$ cat src/rtl/div_share_arbiter_if.sv
// Bus bundle for div_share_arbiter: requester request/response lanes plus the
// shared divider sink/source handshakes. The arbiter uses the slave modport.
interface div_share_arbiter_if #(
  parameter int unsigned NUM_REQ = 4
);
  logic [NUM_REQ-1:0]    req_valid;
  logic [NUM_REQ*17-1:0] req_numer;
  logic [NUM_REQ*16-1:0] req_denom;
  logic [NUM_REQ-1:0]    req_ready;
  logic [NUM_REQ-1:0]    rsp_valid;
  logic [NUM_REQ-1:0]    rsp_ready;
  logic [16:0]           rsp_data;
  logic                  rsp_div0;
  logic                  div_snk_valid;
  logic [16:0]           div_snk_numer;
  logic [15:0]           div_snk_denom;
  logic                  div_snk_ready;
  logic                  div_src_valid;
  logic [16:0]           div_src_data;
  logic                  div_src_ready;

  modport slave (
    input  req_valid, req_numer, req_denom, rsp_ready,
    input  div_snk_ready, div_src_valid, div_src_data,
    output req_ready, rsp_valid, rsp_data, rsp_div0,
    output div_snk_valid, div_snk_numer, div_snk_denom, div_src_ready
  );

  modport master (
    output req_valid, req_numer, req_denom, rsp_ready,
    output div_snk_ready, div_src_valid, div_src_data,
    input  req_ready, rsp_valid, rsp_data, rsp_div0,
    input  div_snk_valid, div_snk_numer, div_snk_denom, div_src_ready
  );
endinterface

$ cat src/rtl/div_share_arbiter.sv
// Round-robin sharing of one pipelined divider among NUM_REQ requesters, with an
// in-order tag FIFO routing quotients back. Optional macro: DIV_SHARE_ZERO_GUARD_EN.
module div_share_arbiter #(
  parameter int unsigned NUM_REQ   = 4,
  parameter int unsigned TAG_DEPTH = 16
) (
  input logic               clk,
  input logic               rst,
  div_share_arbiter_if.slave bus
);

  localparam int unsigned IDW  = $clog2(NUM_REQ);
  localparam int unsigned PTRW = $clog2(TAG_DEPTH);
  localparam int unsigned CNTW = PTRW + 1;
  localparam int unsigned NW   = 17;
  localparam int unsigned DW   = 16;

  logic [IDW-1:0]  last;
  logic [IDW-1:0]  grant_idx;
  logic [IDW-1:0]  cand;
  logic            grant_found;
  logic [NW-1:0]   sel_numer;
  logic [DW-1:0]   sel_denom;
  logic [NW-1:0]   snk_numer;
  logic [DW-1:0]   snk_denom;
  logic [PTRW-1:0] wr_ptr;
  logic [PTRW-1:0] rd_ptr;
  logic [CNTW-1:0] count;
  logic [IDW-1:0]  tag_id [TAG_DEPTH];
  logic [IDW-1:0]  head_id;
  logic            any_req;
  logic            tag_full;
  logic            tag_empty;
  logic            issue;
  logic            pop;

  // Scan upward from last+1 with wrap; first asserted request wins.
  always_comb begin
    grant_idx   = last;
    grant_found = 1'b0;
    cand        = '0;
    sel_numer   = '0;
    sel_denom   = '0;
    for (int unsigned k = 1; k <= NUM_REQ; k++) begin
      cand = IDW'((32'(last) + k) % NUM_REQ);
      if (!grant_found && bus.req_valid[cand]) begin
        grant_found = 1'b1;
        grant_idx   = cand;
      end
    end
    for (int unsigned i = 0; i < NUM_REQ; i++) begin
      if (grant_idx == IDW'(i)) begin
        sel_numer = bus.req_numer[i*NW +: NW];
        sel_denom = bus.req_denom[i*DW +: DW];
      end
    end
  end

`ifdef DIV_SHARE_ZERO_GUARD_EN
  logic tag_div0 [TAG_DEPTH];
  logic denom_zero;
  logic head_div0;

  // Zero denominators become saturating max/1 and are flagged with the tag.
  always_comb begin
    denom_zero = (sel_denom == '0);
    snk_numer  = denom_zero ? NW'(17'h1FFFF) : sel_numer;
    snk_denom  = denom_zero ? DW'(1) : sel_denom;
  end

  always_ff @(posedge clk) begin
    if (issue) tag_div0[wr_ptr] <= denom_zero;
  end

  assign head_div0 = tag_div0[rd_ptr];
`else
  always_comb begin
    snk_numer = sel_numer;
    snk_denom = sel_denom;
  end
`endif

  assign any_req   = |bus.req_valid;
  assign tag_full  = (count == CNTW'(TAG_DEPTH));
  assign tag_empty = (count == '0);
  assign issue     = any_req & bus.div_snk_ready & ~tag_full;
  assign head_id   = tag_id[rd_ptr];
  assign pop       = bus.div_src_valid & bus.div_src_ready;

  // Handshake outputs are forced low while reset is held.
  always_comb begin
    bus.req_ready     = '0;
    bus.rsp_valid     = '0;
    bus.div_snk_valid = 1'b0;
    bus.div_src_ready = 1'b0;
    bus.rsp_div0      = 1'b0;
    bus.rsp_data      = bus.div_src_data;
    bus.div_snk_numer = snk_numer;
    bus.div_snk_denom = snk_denom;
    if (rst) begin
      bus.div_snk_valid = any_req & ~tag_full;
      if (issue) bus.req_ready = NUM_REQ'(1) << grant_idx;
      if (!tag_empty) begin
        bus.div_src_ready = bus.rsp_ready[head_id];
        if (bus.div_src_valid) begin
          bus.rsp_valid = NUM_REQ'(1) << head_id;
`ifdef DIV_SHARE_ZERO_GUARD_EN
          bus.rsp_div0  = head_div0;
`endif
        end
      end
    end
  end

  always_ff @(posedge clk or negedge rst) begin
    if (!rst) begin
      wr_ptr <= '0;
      rd_ptr <= '0;
      count  <= '0;
      last   <= IDW'(NUM_REQ - 1);
    end else begin
      if (issue) begin
        wr_ptr <= wr_ptr + PTRW'(1);
        last   <= grant_idx;
      end
      if (pop) rd_ptr <= rd_ptr + PTRW'(1);
      count <= count + CNTW'(issue) - CNTW'(pop);
    end
  end

  // Tag payload needs no reset; occupancy is tracked by count and pointers.
  always_ff @(posedge clk) begin
    if (issue) tag_id[wr_ptr] <= grant_idx;
  end

  no_orphan_result: assert property (@(posedge clk) disable iff (!rst)
    !(bus.div_src_valid && tag_empty))
    else $error("div_share_arbiter: divider result arrived with empty tag FIFO");

endmodule
$ cat src/flat_wrapper.sv
// flat-port wrapper written by rule: the top's interface ports become plain ports
module div_share_arbiter_flat 
#(
  parameter int unsigned NUM_REQ   = 4,
  parameter int unsigned TAG_DEPTH = 16
)
  (clk, rst, bus_req_valid, bus_req_numer, bus_req_denom, bus_rsp_ready, bus_div_snk_ready, bus_div_src_valid, bus_div_src_data, bus_req_ready, bus_rsp_valid, bus_rsp_data, bus_rsp_div0, bus_div_snk_valid, bus_div_snk_numer, bus_div_snk_denom, bus_div_src_ready);
  div_share_arbiter_if #(.NUM_REQ(NUM_REQ)) bus_i ();
  input logic clk;
  input logic rst;
  input wire logic [$bits(bus_i.req_valid)-1:0] bus_req_valid;
  input wire logic [$bits(bus_i.req_numer)-1:0] bus_req_numer;
  input wire logic [$bits(bus_i.req_denom)-1:0] bus_req_denom;
  input wire logic [$bits(bus_i.rsp_ready)-1:0] bus_rsp_ready;
  input wire logic [$bits(bus_i.div_snk_ready)-1:0] bus_div_snk_ready;
  input wire logic [$bits(bus_i.div_src_valid)-1:0] bus_div_src_valid;
  input wire logic [$bits(bus_i.div_src_data)-1:0] bus_div_src_data;
  output wire logic [$bits(bus_i.req_ready)-1:0] bus_req_ready;
  output wire logic [$bits(bus_i.rsp_valid)-1:0] bus_rsp_valid;
  output wire logic [$bits(bus_i.rsp_data)-1:0] bus_rsp_data;
  output wire logic [$bits(bus_i.rsp_div0)-1:0] bus_rsp_div0;
  output wire logic [$bits(bus_i.div_snk_valid)-1:0] bus_div_snk_valid;
  output wire logic [$bits(bus_i.div_snk_numer)-1:0] bus_div_snk_numer;
  output wire logic [$bits(bus_i.div_snk_denom)-1:0] bus_div_snk_denom;
  output wire logic [$bits(bus_i.div_src_ready)-1:0] bus_div_src_ready;
  assign bus_i.req_valid = bus_req_valid;
  assign bus_i.req_numer = bus_req_numer;
  assign bus_i.req_denom = bus_req_denom;
  assign bus_i.rsp_ready = bus_rsp_ready;
  assign bus_i.div_snk_ready = bus_div_snk_ready;
  assign bus_i.div_src_valid = bus_div_src_valid;
  assign bus_i.div_src_data = bus_div_src_data;
  assign bus_req_ready = bus_i.req_ready;
  assign bus_rsp_valid = bus_i.rsp_valid;
  assign bus_rsp_data = bus_i.rsp_data;
  assign bus_rsp_div0 = bus_i.rsp_div0;
  assign bus_div_snk_valid = bus_i.div_snk_valid;
  assign bus_div_snk_numer = bus_i.div_snk_numer;
  assign bus_div_snk_denom = bus_i.div_snk_denom;
  assign bus_div_src_ready = bus_i.div_src_ready;
  div_share_arbiter #(.NUM_REQ(NUM_REQ), .TAG_DEPTH(TAG_DEPTH)) u_core (.clk(clk), .rst(rst), .bus(bus_i));
endmodule
$ cat config.mk
export PLATFORM = sky130hd
export DESIGN_NAME = div_share_arbiter_flat
export DESIGN_NICKNAME = d
export VERILOG_FILES = /design/src/rtl/div_share_arbiter_if.sv /design/src/rtl/div_share_arbiter.sv /design/src/flat_wrapper.sv
export SDC_FILE = /design/constraint.sdc
export NUM_CORES = 1
export LEC_CHECK = 0
export BUFFER_PORTS_ARGS = -buffer_cell sky130_fd_sc_hd__buf_2
export CAP_MARGIN = 5
export CORE_ASPECT_RATIO = 1.1
export CORE_MARGIN = 5
export CORE_UTILIZATION = 38
export DETAILED_ROUTE_END_ITERATION = 6
export MAX_ROUTING_LAYER = met4
export PLACE_DENSITY = 0.69
export SLEW_MARGIN = 0
export SYNTH_ARGS = -nofsm -noshare
export SYNTH_HDL_FRONTEND = slang
export SYNTH_SLANG_ARGS = --single-unit
export TNS_END_PERCENT = 50
$ cat constraint.sdc
create_clock -name clk -period 6.9 [get_ports clk]
set_input_delay 0 -clock clk [delete_from_list [all_inputs] [get_ports clk]]
set_output_delay 0 -clock clk [all_outputs]
set_load 0.005 [all_outputs]
==> impl_metrics.csv, run 1 <==
group,metric,value,unit
outcome,status,"did not finish",
outcome,haltStage,"detailed routing",
outcome,tool.error,"[ERROR DRT-0255] Maze Route cannot find path of net clk in worker of routeBox ( 48300 0 ) ( 101840 48300 ).",
synth,yosysUniqueCellTypes,45,
synth,synthesis.area,0.00353,mm^2
synth,synth_seq_area_share,38.0,%
placed_design,place_area,0.00438,mm^2
global_routing,grt_pass1_wl,17900,um
clock_tree,post_cts_resized,0,
clock_tree,htree_num_levels,2,
global_routing,grt_pass1_vias,3510,
floorplanning,num_rows,36,
clock_tree,cts_inserted_buffers,5,
synth,syn_nets,591,
global_routing,grt_max_degree,69,
floorplanning,start_util,39.3,%
clock_tree,cts_root_buffer,"clkbuf_8",
global_routing,antenna_found_initial,0,
synth,postSynthCellCount,418,
synth,yosysWarningCount,0,
placed_design,gp_congestion,0.863,
placed_design,port_buffers,186,
clock_tree,clockBufferDepth,2,
global_routing,grtUsageTotal,20.9,%
synth,ys_ff_latch,47,
global_routing,overflow,0,
floorplanning,die_h,111,um
floorplanning,boundaryPins,222,
synth,synth.avg_cell_area,8.44,um^2
floorplanning,die_x,102,um
clock_tree,clock_sinks,47,
placed_design,dp_hpwl,9800,um
-- cell families after synthesis --
| family | Yosys count | share of synthesized area, % |
|---|---|---|
| xor+xnor | 10 | 2.48 |
| flops | 47 | 38.0 |
| simple gates | 220 | 27.2 |
| mux | 16 | 8.87 |
| fa+ha+maj | 12 | 4.47 |
| other cells | 1 | 0.106 |
| compound gates | 52 | 10.0 |
| buf+inv | 60 | 8.87 |
-- cells in the mapped netlist (all sizes together) --
cell / count / area [um^2]
o21a: 1 / 7.51
or2b: 1 / 7.51
mux2: 3 / 37.5
nor4: 1 / 6.26
conb: 1 / 3.75
dfstp: 2 / 52.6
nor2b: 1 / 6.26
inv: 14 / 52.6
and3: 33 / 206
nand2: 143 / 537
nand3: 1 / 5.00
mux4: 9 / 210
a21bo: 1 / 10.0
a21oi: 4 / 20.0
nand2b: 5 / 31.3
xor2: 2 / 17.5
mux2i: 4 / 65.1
a221oi: 1 / 8.76
a41oi: 1 / 8.76
and2: 2 / 12.5
or2: 1 / 6.26
nor3: 8 / 40.0
a21o: 2 / 15.0
fa: 1 / 20.0
nor2: 21 / 78.8
buf: 25 / 181
o211a: 2 / 20.0
nand4: 2 / 12.5
o22ai: 1 / 20.0
o21ai: 4 / 20.0
xnor2: 8 / 70.1
edfxtp: 32 / 961
dfrtp: 13 / 325
ha: 11 / 138
or3b: 1 / 8.76
a31oi: 33 / 206
o22a: 2 / 17.5
clkbuf: 21 / 78.8
-- through the flow --
step,util [%],cells,setup slack (ps)
2_1_floorplan,-,418,3550
3_3_place_gp,48.9,675,3230
3_5_place_dp,48.9,675,3160
4_1_cts,50.2,684,3140
5_1_grt,50.2,684,2930
-- metal layers --
| layer | GRT usage, % |
|---|---|
| met3 | 11.2 |
| met5 | - |
| met1 | 23.3 |
| met2 | 33.7 |
| met4 | 3.76 |
-- what timing repair did --
action | CTS | global route
hold endpoints to repair | 15 | 0
hold buffers | 1 | 0
buffers inserted | 0 | 0
==> inputs of run 2 (changes only) <==
- CORE_ASPECT_RATIO: 1.1 -> not set
- CORE_UTILIZATION: 38 -> 23
- MAX_ROUTING_LAYER: met4 -> not set
- PLACE_DENSITY: 0.69 -> not set
- PLACE_DENSITY_LB_ADDON: not set -> 0.15
==> impl_metrics.csv, run 2 <==
group,metric,value,unit
drt,drt-pass1-iter-count,4,
sta,final.setup.tns,0,ps
synth,synth-edff-count,32,
sta,slew_violations,0,
synth,ys.flop_type,"edfxtp_1",
global_routing,overflow,0,
power,vdd_drop_max,0.130,mV
finish,layout_common_cells,"buf_2 (186), nand2_1 (143), and3_1 (33), a31oi_1 (33), edfxtp_1 (32)",
floorplanning,core,0.0151,mm^2
finish,layout_commonest_cell,"buf_2",
worst_setup_path,arrival,3930,ps
synth,synth-xor-area-share,2.48,%
drt,drt_iter0_markers,128,
worst_setup_path,cp_max_fo,10,
sta,setup_viol,0,
synth,synth_seq_area_share,38.0,%
worst_setup_path,crit_start,"u_core.rd_ptr[2]",
worst_setup_path,r2r_end,"u_core.count[4]",
min_path,hp-class,"primary input to primary output",
sta,slew_headroom,40.9,%
power,power,1.96,mW
synth,yosysWarningCount,0,
sta,fin_skew,7.73,ps
clock_tree,clock_sinks,47,
synth,syn_nets,591,
drt,drt-total-wl,12600,um
synth,yosysTopAreaCell,"edfxtp_1",
synth,netlist_top_cells_area,"edfxtp_1 (27%), nand2_1 (15%), dfrtp_1 (9.2%), a31oi_1 (5.9%), and3_1 (5.9%)",
floorplanning,start_util,23.3,%
worst_setup_path,slowest_stage,"dfrtp_1",
clock_tree,post_cts_resized,0,
synth,postSynthCellCount,418,
floorplanning,num_rows,45,
sta,grt_setup_unrepaired,"false",
clock_tree,cts_tree,"built",
finish,diodes,0,
sta,clock.fmax,266,MHz
finish,reg_top3,"u_core.tag_id x32, u_core.count x5",
synth,async_flop_share,31.9,%
synth,synthMuxAreaShare,8.87,%
synth,synth_top_cell_area_share,27.3,%
sta,post-route-period-util,54.4,%
flow_run,max-cap-violations,0,
clock_tree,cts_inserted_buffers,5,
power,p_per_area,422,mW/mm^2
floorplanning,die_area,0.0179,mm^2
worst_setup_path,max_stage_delay,600,ps
finish,nets,742,
drt,drcViolationCount,0,
clock_tree,path_clk_slew,60,ps
global_routing,grt_pass1_wl,19600,um
outcome,status,"finished, final reports clean",
global_routing,antenna_found_initial,1,
worst_setup_path,r2r_slack,3140,ps
synth,synth_most_common_cell,"nand2_1",
worst_setup_path,cp.required,7070,ps
worst_setup_path,critPathBufInv,3,
finish,regMostFlops,"u_core.tag_id",
finish,layout-drive-gt1-share,38.4,%
synth,synth_compound_area_share,10.0,%
finish,utilization,30.7,%
worst_setup_path,cp_top_family,"multiplexers",
global_routing,grtUsageTotal,13.7,%
placed_design,port_buffers,186,
finish,largest_reg_flops,32,
synth,synth.avg_cell_area,8.44,um^2
synth,yosysUniqueCellTypes,45,
floorplanning,boundaryPins,222,
worst_setup_path,crit_cells,14,
placed_design,dp_hpwl,10200,um
floorplanning,die_h,134,um
synth,synth_common_cells,"nand2_1 (143), a31oi_1 (33), and3_1 (33)",
synth,synthSimpleGateAreaFrac,27.2,%
global_routing,grt_pass1_vias,3641,
clock_tree,clk_latency,290,ps
synth,synthesis.area,0.00353,mm^2
worst_setup_path,crit_type,"flop to flop",
worst_setup_path,ff2ff_path_depth,14,
drt,via_count,3537,
clock_tree,htree_num_levels,2,
global_routing,grt_max_degree,70,
drt,antenna_left,0,
drt,avgViaCountPerCell,4.67,
worst_setup_path,r2r_start,"u_core.rd_ptr[2]",
sta,hold_ws,0.0111,ps
clock_tree,cts_root_buffer,"clkbuf_16",
worst_setup_path,path_cells,"mux4_2 -> mux4_2 -> mux2i_4 -> o22ai_4 -> ha_1 -> inv_1 -> ha_1 -> inv_1 -> fa_1 -> inv_1 -> a21oi_1 -> nor2_1 -> nor2_1 -> xnor2_1",
worst_setup_path,end_kind,"flop",
worst_setup_path,crit_end,"u_core.count[4]",
synth,ys_ff_latch,47,
drt,wire_per_inst,16.6,um
floorplanning,die_x,134,um
sta,tightest_slew,886,ps
worst_setup_path,cpMostUsedCell,"inv_1",
finish,area_growth,31.9,%
worst_setup_path,start_kind,"flop",
sta,fin_crit,3760,ps
power,power.leakage,2.24,nW
placed_design,gp_congestion,0.843,
synth,synth_top_family_by_area,"simple AND/OR/NAND/NOR gates",
sta,hold_violations,0,
clock_tree,clockBufferDepth,2,
synth,synthAdderAreaFrac,4.47,%
## run 2: cell counts after synthesis
Identical to the previous run, type by type.
## run 2: final cells by class
class | instances | area, um^2
inverter | 14 | 52.6
timing repair buffer | 190 | 963
tap | 188 | 235
sequential | 47 | 1340
clock buffer | 5 | 125
multi-input combinational | 311 | 1890
clock inverter | 3 | 43.8
fill | 1615 | 10500
## run 2: worst min path at each step
stage               depth (start not counted)               end  slack, ps                 start
CTS                                         0  bus_rsp_data[16]       0.03  bus_div_src_data[16]
floorplan                                   0   u_core.count[0]       -300                   rst
detailed placement                          1  u_core.rd_ptr[1]        -30                   rst
global route                                0  bus_rsp_data[11]       0.02  bus_div_src_data[11]
global placement                            1  u_core.rd_ptr[0]        -40                   rst
finish                                      0  bus_rsp_data[16]       0.01  bus_div_src_data[16]
## run 2: metrics by stage
| stage | instances | area (um^2) | worst slack [ps] |
|---|---|---|---|
| after floorplan | 418 | 3530 | 3550 |
| after global placement | 749 | 4470 | 3170 |
| final | 758 | 4650 | 3140 |
| after global routing | 758 | 4650 | 2820 |
| after detailed placement | 749 | 4470 | 3100 |
| after CTS | 758 | 4650 | 3070 |
## run 2: cell families (layout without fill, tap and decap cells)
logic type,count (synthesis),in the layout
muxes,16,16
and+or+nand+nor,220,220
DFF,47,47
other,1,1
AOI/OAI and AO/OA,52,52
buffers and inverters,60,212
xor gates and xnor gates,10,10
adders and majority gates,12,12
## run 2: repair_timing
action                    in CTS  in global routing
setup buffers                  0                  0
hold buffers                   1                  0
hold endpoints to repair      15                  0
## run 2: layer usage
| layer | global-route usage, % | vias to the layer above | wire length [um] | part of all wire, % |
|---|---|---|---|---|
| li1 | - | 1716 | - | - |
| met1 | 16.9 | 1644 | 4950 | 39 |
| met2 | 22.3 | 155 | 6120 | 49 |
| met3 | 5.36 | 20 | 1260 | 10 |
| met4 | 3.54 | 2 | 235 | 1.9 |
| met5 | 0 | - | 13 | 0.10 |
## run 2: power by group
part | switching [mW] | leakage (nW) | internal [mW]
clock | 0.104 | 0.0838 | 0.171
sequential | 0.0918 | 0.465 | 0.408
combinational | 0.664 | 1.69 | 0.522
total | 0.860 | 2.24 | 1.10
(Power assumes the default switching activity.)
==> inputs of run 3 (changes only) <==
- clock period: 6.9 -> 3.4 ns (I/O delays scaled with it)
==> impl_metrics.csv, run 3 (synthesized netlist as in run 2, its figures left out) <==
group,metric,value,unit
sta,finalWorstSetupSlack,94.0,ps
sta,final.setup.tns,0,ps
min_path,hp-class,"primary input to primary output",
power,power,4.04,mW
floorplanning,die_h,134,um
finish,largest_reg_flops,32,
drt,avgViaCountPerCell,4.66,
placed_design,port_buffers,186,
global_routing,overflow,0,
placed_design,gp_congestion,0.836,
power,seq_power_share,24.8,%
floorplanning,die_area,0.0179,mm^2
sta,tightest_slew,889,ps
flow_run,max-cap-violations,0,
sta,grt_setup_unrepaired,"true",
clock_tree,cts_inserted_buffers,5,
worst_setup_path,start_kind,"flop",
placed_design,place_ws,-158,ps
clock_tree,path_clk_slew,60,ps
global_routing,grtUsageTotal,13.5,%
sta,clock.fmax,302,MHz
clock_tree,clockBufferDepth,2,
floorplanning,boundaryPins,222,
sta,slew_headroom,40.6,%
floorplanning,die_x,134,um
finish,layout_commonest_cell,"buf_2",
finish,regMostFlops,"u_core.tag_id",
finish,utilization,31.3,%
sta,hold_violations,0,
worst_setup_path,end_kind,"flop",
floorplanning,core,0.0151,mm^2
finish,layout_common_cells,"buf_2 (186), nand2_1 (143), and3_1 (33), a31oi_1 (33), edfxtp_1 (32)",
drt,antenna_left,0,
sta,fin_skew,4.56,ps
sta,slew_violations,0,
drt,drt-pass1-iter-count,4,
sta,fin_crit,3310,ps
global_routing,grt_max_degree,69,
floorplanning,start_util,23.3,%
worst_setup_path,arrival,3470,ps
power,power.share.clock,11.7,%
global_routing,grt_pass1_wl,19400,um
power,p_sw,1.78,mW
worst_setup_path,max_stage_delay,590,ps
worst_setup_path,cpMostUsedCell,"inv_2",
sta,post-route-period-util,97.2,%
finish,nets,751,
worst_setup_path,cp_max_fo,6,
drt,drt-total-wl,12600,um
global_routing,antenna_found_initial,0,
power,p_int,2.27,mW
floorplanning,num_rows,45,
finish,layout-drive-gt1-share,40.8,%
power,swShare,44.0,%
worst_setup_path,critPathBufInv,3,
global_routing,grt_pass1_vias,3759,
worst_setup_path,cp_top_family,"multiplexers",
drt,drt_iter0_markers,154,
power,p_per_area,853,mW/mm^2
power,power.leakage,2.27,nW
clock_tree,cts_root_buffer,"clkbuf_16",
sta,setup_viol,0,
clock_tree,htree_num_levels,2,
clock_tree,cts_tree,"built",
power,p_comb_share,63.4,%
placed_design,dp_hpwl,10200,um
finish,diodes,0,
outcome,status,"finished, final reports clean",
drt,via_count,3577,
worst_setup_path,cp.required,3570,ps
clock_tree,clock_sinks,47,
drt,wire_per_inst,16.4,um
clock_tree,clk_latency,280,ps
finish,reg_top3,"u_core.tag_id x32, u_core.count x5",
worst_setup_path,crit_type,"flop to flop",
power,vdd_drop_max,0.402,mV
worst_setup_path,path_cells,"mux4_2 -> mux4_2 -> mux2i_4 -> o22ai_4 -> ha_4 -> inv_2 -> ha_4 -> inv_2 -> fa_2 -> inv_2 -> a21oi_2 -> nor2_1 -> nor2_1 -> xnor2_1",
finish,area_growth,34.4,%
drt,drcViolationCount,0,
worst_setup_path,slowest_stage,"mux4_2",
## run 3: changes by cell type in the layout (fill, tap and decap cells not counted), sizes merged
cell,change
bufinv,-1
buf,+9
inv,+1
## run 3: metrics by stage
stage                     hold WS, ps  std cells  cell area [um^2]
after floorplan                  -296        418              3530
after global placement          -13.0        756              4540
after detailed placement        -11.4        756              4540
after CTS                      0.0346        766              4700
after global routing           0.0240        767              4740
final                          0.0111        767              4740
## run 3: cell type report
| type | count | area (um^2) |
|---|---|---|
| tap | 188 | 235 |
| inverter | 14 | 52.6 |
| fill | 1607 | 10400 |
| sequential | 47 | 1340 |
| multi-input combinational | 311 | 1920 |
| clock buffer | 5 | 125 |
| timing repair buffer | 199 | 1040 |
| clock inverter | 3 | 18.8 |
## run 3: power groups by stage
stage	clock network [mW]	logic, mW	registers [mW]
floorplan	0	1.76	0.894
global placement	0	2.51	1.02
detailed placement	0	2.50	1.02
CTS	0.490	2.54	1.01
global route	0.520	2.88	1.03
finish	0.474	2.57	1.00
## run 3: worst reg2reg max path, cell delays in order, from the launching register on
cell	delay, ps
dfrtp_2	460
mux4_2	540
mux4_2	590
mux2i_4	240
o22ai_4	180
ha_4	220
inv_2	60
ha_4	120
inv_2	40
fa_2	360
inv_2	60
a21oi_2	40
nor2_1	110
nor2_1	60
xnor2_1	110
## run 3: worst paths after layout
| kind | from | endpoint | slack (ps) | depth (start not counted) |
|---|---|---|---|---|
| worst max-delay path | u_core.rd_ptr[2] | u_core.count[4] | 90 | 14 |
| worst min-delay path | bus_div_src_data[3] | bus_rsp_data[3] | 0.01 | 0 |
| worst max register to register | u_core.rd_ptr[2] | u_core.count[4] | 90 | 14 |
| worst min register to register | u_core.last[0] | u_core.last[0] | 560 | 2 |
| max in group asynchronous | rst | u_core.last[0] | 2920 | 3 |
| min in group asynchronous | rst | u_core.rd_ptr[1] | 210 | 3 |
## run 3: repair_timing
action	in CTS	in global routing
endpoints found under the setup margin	2	2
endpoints found under the hold margin	15	0
pin swaps	0	7
gates cloned	0	0
hold buffers	1	0
buffers inserted	1	1
gates resized for setup	2	7
## run 3: metal layers
metal	GRT usage, %	part of all wire, %	vias up
li1	-	-	1738
met1	16.1	40	1670
met2	23.0	49	155
met3	4.95	8.7	14
met4	3.26	1.8	0
met5	0	0	-
==> inputs of run 4 (changes only) <==
- CTS_BUF_LIST: not set -> sky130_fd_sc_hd__clkbuf_8 sky130_fd_sc_hd__clkbuf_16
- GPL_TIMING_DRIVEN: not set -> 0
==> impl_metrics.csv, run 4 (synthesized netlist as in run 2, its figures left out) <==
group,metric,value,unit
clock_tree,clockBufferDepth,2,
worst_setup_path,ff2ff_path_depth,15,
worst_setup_path,slowest_stage,"mux4_2",
finish,largest_reg_flops,32,
sta,clock.fmax,291,MHz
finish,layout-drive-gt1-share,41.2,%
global_routing,antenna_found_initial,3,
global_routing,overflow,0,
power,seq_power_share,22.0,%
finish,area_growth,41.1,%
clock_tree,clock_sinks,47,
drt,drt_iter0_markers,176,
clock_tree,cts_inserted_buffers,5,
finish,utilization,32.8,%
min_path,whs_path_depth,2,
finish,layout_common_cells,"buf_2 (204), nand2_1 (143), and3_1 (33), a31oi_1 (33), edfxtp_1 (32)",
worst_setup_path,critPathBufInv,4,
worst_setup_path,cp_max_fo,7,
placed_design,dp_hpwl,11800,um
sta,grt_setup_unrepaired,"true",
floorplanning,num_rows,45,
placed_design,gp_congestion,0.882,
power,p_int,2.29,mW
sta,post-route-period-util,101,%
global_routing,grtUsageTotal,15.1,%
floorplanning,die_area,0.0179,mm^2
floorplanning,start_util,23.3,%
outcome,status,"complete, but fails checks",
sta,slew_violations,0,
drt,drt-total-wl,14200,um
power,power.leakage,2.43,nW
finish,nets,807,
outcome,violations,"negative setup slack",
finish,reg_top3,"u_core.tag_id x32, u_core.count x5",
flow_run,max-cap-violations,0,
min_path,hp-class,"primary input to primary output",
power,power.share.clock,11.2,%
sta,hold_violations,0,
drt,antenna_left,0,
finish,layout_commonest_cell,"buf_2",
worst_setup_path,arrival,3600,ps
drt,drcViolationCount,0,
floorplanning,die_x,134,um
placed_design,place_ws,-229,ps
global_routing,grt_max_degree,26,
floorplanning,die_h,134,um
worst_setup_path,crit_cells,15,
global_routing,grt_pass1_wl,21400,um
worst_setup_path,crit_type,"flop to flop",
worst_setup_path,end_kind,"flop",
power,vdd_drop_max,0.275,mV
global_routing,grt_pass1_vias,4046,
min_path,hold_start,"bus_div_src_data[14]",
clock_tree,cts_root_buffer,"clkbuf_16",
sta,tightest_slew,1100,ps
clock_tree,path_clk_slew,60,ps
drt,drt-pass1-iter-count,4,
clock_tree,clk_latency,280,ps
sta,fin_skew,6.49,ps
worst_setup_path,cp_top_family,"multiplexers",
sta,finalWorstSetupSlack,-32.8,ps
worst_setup_path,r2r_start,"u_core.rd_ptr[2]",
worst_setup_path,path_cells,"buf_6 -> mux4_2 -> mux4_2 -> mux2i_4 -> o22ai_4 -> ha_1 -> inv_1 -> ha_2 -> inv_2 -> fa_2 -> inv_1 -> a21oi_1 -> nor2_1 -> nor2_1 -> xnor2_1",
power,p_per_area,832,mW/mm^2
worst_setup_path,cp.required,3570,ps
drt,wire_per_inst,17.3,um
floorplanning,core,0.0151,mm^2
finish,diodes,0,
worst_setup_path,start_kind,"flop",
drt,via_count,3761,
finish,regMostFlops,"u_core.tag_id",
floorplanning,boundaryPins,222,
power,swShare,44.6,%
drt,avgViaCountPerCell,4.58,
power,p_sw,1.84,mW
sta,fin_crit,3430,ps
sta,slew_headroom,26.8,%
clock_tree,htree_num_levels,2,
worst_setup_path,max_stage_delay,590,ps
clock_tree,cts_tree,"built",
power,p_comb_share,66.8,%
worst_setup_path,crit_start,"u_core.rd_ptr[2]",
sta,setup_viol,1,
placed_design,port_buffers,203,
## run 4: cell count changes in the layout (fill, tap and decap cells not counted), moves of 2 or more
cell	delta
clkbuf_1	+21
buf_2	+18
buf_4	+13
buf_1	+3
buf_6	+2
ha_4	-2
inv_1	+2
inv_2	-2
## run 4: repair_timing
action,in CTS,in global routing
setup buffers,3,2
gates cloned,0,0
hold buffers,1,0
pin swaps,1,1
gates resized for setup,2,2
endpoints found under the hold margin,15,0
endpoints found under the setup margin,10,1
## run 4: worst reg2reg max path, cell delays in order (launching register included)
cell and delay, ps:
dfrtp_1 340, buf_6 150, mux4_2 540, mux4_2 590
mux2i_4 240, o22ai_4 180, ha_1 250, inv_1 60
ha_2 180, inv_2 50, fa_2 370, inv_1 70
a21oi_1 60, nor2_1 90, nor2_1 60, xnor2_1 110
## run 4: path summary, 6_finish.rpt
check	endpoint	slack, ps
min	bus_rsp_data[14]	170
min reg2reg	u_core.last[0]	530
max	u_core.count[4]	-30
min in group asynchronous	u_core.rd_ptr[2]	180
max reg2reg	u_core.count[4]	-30
max in group asynchronous	u_core.last[0]	2880
## run 4: final cells by class
cell class / count / area, um^2
clock buffers: 5 / 125
plain buffers: 46 / 260
multi-input cells: 311 / 1890
well taps: 188 / 235
clock inverters: 2 / 13.8
repair buffers: 209 / 1060
inverters: 14 / 52.6
flip-flops and latches: 47 / 1340
fillers: 1606 / 10200
## run 4: power by group through the flow
stage / Sequential (mW) / Combinational [mW] / Clock, mW
detailed placement: 0.919 / 2.75 / 0
CTS: 0.910 / 2.80 / 0.480
global route: 0.929 / 3.11 / 0.503
global placement: 0.915 / 2.72 / 0
finish: 0.910 / 2.76 / 0.462
floorplan: 0.894 / 1.76 / 0
## run 4: per-stage QoR
| step | area (um^2) | total power [mW] | hold slack, ps | cells | TNS (ps) |
|---|---|---|---|---|---|
| final | 4970 | 4.14 | 166 | 822 | -32.8 |
| after global routing | 4970 | 4.54 | 172 | 822 | -247 |
| after CTS | 4960 | 4.19 | 168 | 820 | -40.9 |
| after detailed placement | 4780 | 3.67 | -38.2 | 809 | -229 |
| after global placement | 4780 | 3.63 | -43.7 | 809 | -223 |
| after floorplan | 3530 | 2.65 | -296 | 418 | 0 |
## run 4: routing by layer
metal  vias up  GRT usage (%)  part of all wire (%)
met5         -              0                  0.23
li1       1849              -                     -
met2       141           27.1                    51
met4         6           3.26                   1.9
met3        22           5.40                   8.3
met1      1743           17.4                    38
